## src/rtl/uart_rx.sv

```systemverilog
// UART receiver: oversamples rx, recovers NUM_WORDS frames and assembles them
// into one W_OUT-bit word presented on a valid/ready master port.
module uart_rx #(
    parameter int unsigned CLOCKS_PER_PULSE = 4,
    parameter int unsigned BITS_PER_WORD    = 8,
    parameter int unsigned PACKET_SIZE      = 13,
    parameter int unsigned W_OUT            = 16
) (
    input  logic             clk,
    input  logic             rstn,
    input  logic             rx,
    output logic [W_OUT-1:0] m_data,
    output logic             m_valid,
    input  logic             m_ready,
    output logic             frame_err,
    output logic             overrun
);

    localparam int unsigned NUM_WORDS = W_OUT / BITS_PER_WORD;
    localparam int unsigned NUM_STOP  = PACKET_SIZE - BITS_PER_WORD - 1;
    localparam int unsigned HALF      = CLOCKS_PER_PULSE / 2;
    localparam int unsigned BIT_MAX   = (BITS_PER_WORD > NUM_STOP) ? BITS_PER_WORD : NUM_STOP;
    localparam int unsigned CNT_W     = (CLOCKS_PER_PULSE > 1) ? $clog2(CLOCKS_PER_PULSE) : 1;
    localparam int unsigned BIT_W     = (BIT_MAX > 1) ? $clog2(BIT_MAX) : 1;
    localparam int unsigned IDX_W     = (NUM_WORDS > 1) ? $clog2(NUM_WORDS) : 1;

    typedef enum logic [2:0] {
        IDLE,
        START,
        DATA,
        STOP,
        WAIT_IDLE,
        DELIVER
    } state_t;

    state_t                   state, state_d;
    logic                     rx_meta, rx_s;
    logic [CNT_W-1:0]         cnt, cnt_d;
    logic [BIT_W-1:0]         bitcnt, bitcnt_d;
    logic [IDX_W-1:0]         idx, idx_d;
    logic [BITS_PER_WORD-1:0] shift, shift_d;
    logic [W_OUT-1:0]         packet, packet_d;
    logic [W_OUT-1:0]         m_data_d;
    logic                     m_valid_d, frame_err_d, overrun_d;

    // State and datapath registers, plus the 2-flop input synchronizer
    always_ff @(posedge clk) begin
        if (!rstn) begin
            state     <= IDLE;
            rx_meta   <= 1'b1;
            rx_s      <= 1'b1;
            cnt       <= '0;
            bitcnt    <= '0;
            idx       <= '0;
            shift     <= '0;
            packet    <= '0;
            m_data    <= '0;
            m_valid   <= 1'b0;
            frame_err <= 1'b0;
            overrun   <= 1'b0;
        end else begin
            state     <= state_d;
            rx_meta   <= rx;
            rx_s      <= rx_meta;
            cnt       <= cnt_d;
            bitcnt    <= bitcnt_d;
            idx       <= idx_d;
            shift     <= shift_d;
            packet    <= packet_d;
            m_data    <= m_data_d;
            m_valid   <= m_valid_d;
            frame_err <= frame_err_d;
            overrun   <= overrun_d;
        end
    end

    // Next-state and next-output logic
    always_comb begin
        state_d     = state;
        cnt_d       = cnt;
        bitcnt_d    = bitcnt;
        idx_d       = idx;
        shift_d     = shift;
        packet_d    = packet;
        m_data_d    = m_data;
        m_valid_d   = m_valid && !m_ready;
        frame_err_d = 1'b0;
        overrun_d   = 1'b0;

        unique case (state)
            IDLE: begin
                if (!rx_s) state_d = START;
            end
            START: begin
                if (cnt == CNT_W'(HALF - 1)) begin
                    if (!rx_s) begin
                        state_d  = DATA;
                        bitcnt_d = '0;
                    end else begin
                        state_d = IDLE;
                    end
                end else begin
                    cnt_d = cnt + CNT_W'(1);
                end
            end
            DATA: begin
                if (cnt == CNT_W'(CLOCKS_PER_PULSE - 1)) begin
                    cnt_d           = '0;
                    shift_d[bitcnt] = rx_s;
                    if (bitcnt == BIT_W'(BITS_PER_WORD - 1)) begin
                        state_d  = STOP;
                        bitcnt_d = '0;
                    end else begin
                        bitcnt_d = bitcnt + BIT_W'(1);
                    end
                end else begin
                    cnt_d = cnt + CNT_W'(1);
                end
            end
            STOP: begin
                if (cnt == CNT_W'(CLOCKS_PER_PULSE - 1)) begin
                    cnt_d = '0;
                    if (!rx_s) begin
                        frame_err_d = 1'b1;
                        idx_d       = '0;
                        state_d     = WAIT_IDLE;
                    end else if (bitcnt == BIT_W'(NUM_STOP - 1)) begin
                        for (int i = 0; i < NUM_WORDS; i++) begin
                            if (idx == IDX_W'(i)) packet_d[i*BITS_PER_WORD +: BITS_PER_WORD] = shift;
                        end
                        if (idx == IDX_W'(NUM_WORDS - 1)) begin
                            state_d = DELIVER;
                        end else begin
                            idx_d   = idx + IDX_W'(1);
                            state_d = IDLE;
                        end
                    end else begin
                        bitcnt_d = bitcnt + BIT_W'(1);
                    end
                end else begin
                    cnt_d = cnt + CNT_W'(1);
                end
            end
            WAIT_IDLE: begin
                if (rx_s) state_d = IDLE;
            end
            DELIVER: begin
                idx_d   = '0;
                state_d = IDLE;
                if (!m_valid || m_ready) begin
                    m_data_d  = packet;
                    m_valid_d = 1'b1;
                end else begin
                    overrun_d = 1'b1;
                end
            end
            default: state_d = IDLE;
        endcase

        // Every state entry restarts the baud counter
        if (state_d != state) cnt_d = '0;
    end

endmodule

```

## config.mk

```make
export PLATFORM = sky130hd
export DESIGN_NAME = uart_rx
export DESIGN_NICKNAME = d
export VERILOG_FILES = /design/src/rtl/uart_rx.sv
export SDC_FILE = /design/constraint.sdc
export NUM_CORES = 1
export LEC_CHECK = 0
export ABC_CLOCK_PERIOD_IN_PS = 2700
export BUFFER_PORTS_ARGS = -buffer_cell sky130_fd_sc_hd__clkbuf_2
export CAP_MARGIN = 20
export CORE_MARGIN = 1.5
export CORE_UTILIZATION = 30
export CTS_CLUSTER_DIAMETER = 60
export DETAILED_ROUTE_END_ITERATION = 12
export PLACE_DENSITY = 0.51
export SYNTH_ARGS = -nofsm -noshare
export SYNTH_HDL_FRONTEND = slang
export SYNTH_SLANG_ARGS = --single-unit
```

## constraint.sdc

```tcl
create_clock -name clk -period 2.7 [get_ports clk]
set_clock_uncertainty 0.15 [all_clocks]
set_input_delay 0.54 -clock clk [delete_from_list [all_inputs] [get_ports clk]]
set_output_delay 0.54 -clock clk [all_outputs]
set_load 0.005 [all_outputs]
```

==> impl_results.md <==
* Cell Area, Placed at 2601 µm²
* Rows at 32
* Antenna violations before repair at 0
* # nets final at 281
* Asr flop ratio synth at 0
* Fraction of the yosys area taken by sequential cells at 0.4444
* Antenna Nets Post-Route at 0
* Leakage power figure at 1.096 nW
* Clock Path Buffers at 2
* Final estimated routing congestion in global placement at approximately 0.76
* FMAX at 478.8 MHz
* Primary flip-flop cell chosen by synthesis mapping: sky130_fd_sc_hd__dfxtp_1
* Number of placed I/O pins at 23
* Number of maximum-capacitance violations at 0
* Cell with the most instances after synthesis: sky130_fd_sc_hd__dfxtp_1
* Synth Area in Compound Gates at 0.1132
* Post-synth EDFFs at 0
* Antenna Cells at 0
* Class of the tightest hold or removal check: in2reg
* Largest family of logic cells by synthesized area: simple AND/OR/NAND/NOR gates
* Unrepaired setup endpoints after global routing: false
* CTS tree: built
* Setup CP Type: reg2reg
* Final hold violation count at 0
* Result of the run: finished clean
* Clock-pin slew on the worst setup and hold paths at ~0.10 ns
* Element type at the critical path start: flip-flop
* Clock root cell: sky130_fd_sc_hd__clkbuf_8
* Pre-CTS setup slack at around 0.64 ns
* Growth of design area from synthesis to finish at 11.57%
* Power per cell area at 517.6 nW/µm²
* TritonRoute pass-1 iters at 4
* Post-detail-place hpwl at 3066 µm
* Relative max-transition margin at 0.5444
* Maximum fanout along the worst path at 9
* CTS resizes at 0
* Fin crit share at 0.7736
* Synthesis-stage register bit count at between 50 and 60
* Cells on worst reg2reg path at 6
* Biggest area consumer among synthesized cells: sky130_fd_sc_hd__dfxtp_1
* Count of input and output buffers at 22
* Simple-gate area share of the yosys netlist at 0.2505
* Highest-delay cell along the critical path: sky130_fd_sc_hd__dfxtp_1
* Largest stage delay, worst path at between 0.5 and 0.6 ns
* Vias/cell at ~4.5
* WL per Instance at 11.92 µm
* GRT Util Overall at 0.1097
* Yosys top cell area share at 0.4444
* Total overflow reported by the global router at 0
* Number of slew-limit violations in the final report at 0
* Number of levels in the clock H-tree at 2
* Cell-by-cell listing of the critical path: inv_1 -> ha_1 -> nand2b_1 -> a31oi_1 -> o32ai_1 -> a2111oi_2
* Cells taking the most area after synthesis: sky130_fd_sc_hd__dfxtp_1 44%, sky130_fd_sc_hd__mux2i_1 11%, sky130_fd_sc_hd__nor2b_1 6.9%
* Mean area per synthesized cell at approximately 9.5 µm²
* Largest net degree at the start of global routing at just over 40
* Highest ir drop seen on vdd at ~0.22 mV
* Core area at 7807 µm²
* Fill count at 819
* Post-synthesis cell type count at 44
* Die span in x at 93.05 µm
* Crit path arrival time at 2.15 ns
* Count of final setup violators at 0
* Hold-fix buffer count after cts at 0
* Drt first-iter violations at 97
* Adder-cell share of the synthesized area at 0.03086
* Gate count after technology mapping at 256
* Count of vias placed by the detailed router at 1677
* Wire length of the first global-routing pass at 7624 µm
* Post-CTS setup buffers at 0
* Commonest cells in the synthesized netlist: 54 x sky130_fd_sc_hd__dfxtp_1, 39 x sky130_fd_sc_hd__nand2_1, 27 x sky130_fd_sc_hd__mux2i_1, 27 x sky130_fd_sc_hd__nor2b_1, 16 x sky130_fd_sc_hd__a21boi_1
* Least-Margin Pin Slew at 0.6825 ns
* Final Cell Area at 2714 µm²
* Synth Net Count at roughly 270
* Starting utilization of the core area at 0.3115
* Die height at approximately 93 µm
* Multiplexer share of the synthesized area at 0.1157
* Synthesized-area fraction occupied by xor and xnor cells at 0
* Total negative slack at 0 ns
* Crit path required time at 2.76 ns
* Ys Warns at 0
* Worst hold path cell count at 2
* Vias in the first global route at between 1500 and 2000
* Core utilization of the finished layout at 0.3476
* Crit. End Element: flip-flop
* Fraction of layout cells with a size suffix above 1 at 0.1471
* TritonCTS Sinks at 54
* Post-Syn Area at 2432 µm²
* Final min period at 2.089 ns
* Number of buffers added by the clock tree synthesis step at 5
* Worst-Skew Late Latency at 0.31 ns
* Setup slack after layout at 0.6114 ns
* Final wirelength at 4457 µm
* Floorplan die area at 8657 µm²
* DRC violations left at 0
-- metrics by stage --
step                instances  total power, W  hold slack [ns]
finish                    374        0.001405           0.2540
global route              374        0.001458           0.2688
CTS                       374        0.001428           0.2475
detailed placement        366       0.0008674           0.2463
global placement          366       0.0008676           0.2441
floorplan                 256       0.0008591           0.2363
-- cell usage in the layout (no fill, tap or decap), types with 2 or more instances in the layout --
cell type                  instances
sky130_fd_sc_hd__a21boi_0          2
sky130_fd_sc_hd__a21boi_1         16
sky130_fd_sc_hd__a21oi_1           2
sky130_fd_sc_hd__a31oi_1           3
sky130_fd_sc_hd__and2_1            2
sky130_fd_sc_hd__buf_4             2
sky130_fd_sc_hd__clkbuf_2         22
sky130_fd_sc_hd__clkbuf_8          5
sky130_fd_sc_hd__dfxtp_1          54
sky130_fd_sc_hd__ha_1              6
sky130_fd_sc_hd__inv_1             7
sky130_fd_sc_hd__mux2i_1          27
sky130_fd_sc_hd__nand2_1          39
sky130_fd_sc_hd__nand2b_1          7
sky130_fd_sc_hd__nand3_1           6
sky130_fd_sc_hd__nand3b_1          3
sky130_fd_sc_hd__nand4b_1          3
sky130_fd_sc_hd__nor2_1            7
sky130_fd_sc_hd__nor2b_1          27
sky130_fd_sc_hd__nor3_1            3
sky130_fd_sc_hd__nor4b_2           2
sky130_fd_sc_hd__o21a_1            3
-- cells by family (layout without fill, tap and decap cells) --
| kind of cell | count (synthesis) | after routing |
|---|---|---|
| and+or+nand+nor | 108 | 108 |
| DFF | 54 | 54 |
| AOI/OAI and AO/OA | 37 | 37 |
| muxes | 28 | 28 |
| buffers and inverters | 23 | 39 |
| adders and majority gates | 6 | 6 |
-- cell type report --
type	instances	area [µm²]	area share
inverter	7	26.28	0.009682
tap	102	127.6	0.04703
timing repair buffer	24	125.1	0.04610
multi-input combinational	179	1241	0.4574
clock inverter	3	43.79	0.01614
clock buffer	5	68.82	0.02536
sequential	54	1081	0.3983
-- registers in the layout, indices dropped and copies added, names as in the netlist --
register and flops:
bitcnt 3, m_data 16, rx_meta 1, state 3
m_valid 1, packet 16, rx_s 1, idx 1
cnt 2, overrun 1, frame_err 1, shift 8
-- layer usage --
| layer | wire length, µm | global-route usage | up-vias |
|---|---|---|---|
| met5 | 0 | 0 | - |
| met2 | 1929 | 0.1721 | 24 |
| met4 | 56 | 0.03030 | 0 |
| li1 | - | - | 897 |
| met1 | 2367 | 0.1508 | 752 |
| met3 | 104 | 0.02439 | 4 |
-- critical path: cells and delay by family, from the launching register on --
family / cells / cell delay, ns
fa+ha+maj: 1 / 0.29
simple gates: 1 / 0.18
flops: 1 / 0.52
buf+inv: 1 / 0.14
compound gates: 3 / 0.70
-- where the power goes --
part | internal, W | switching [W]
clock | 0.000279 | 0.000278
combinational | 0.0000199 | 0.0000210
sequential | 0.000800 | 0.00000726
total | 0.00110 | 0.000306
-- path summary, 6_finish.rpt --
kind,from,end,slack (ns)
max,bitcnt[2]$_SDFFE_PN0P_,cnt[1]$_SDFFE_PP0P_,0.61
min reg2reg,rx_meta$_SDFF_PN1_,rx_s$_SDFF_PN1_,0.27
min,rx,rx_meta$_SDFF_PN1_,0.25
max reg2reg,bitcnt[2]$_SDFFE_PN0P_,cnt[1]$_SDFFE_PP0P_,0.61
Power figures use the tool's default switching activity.
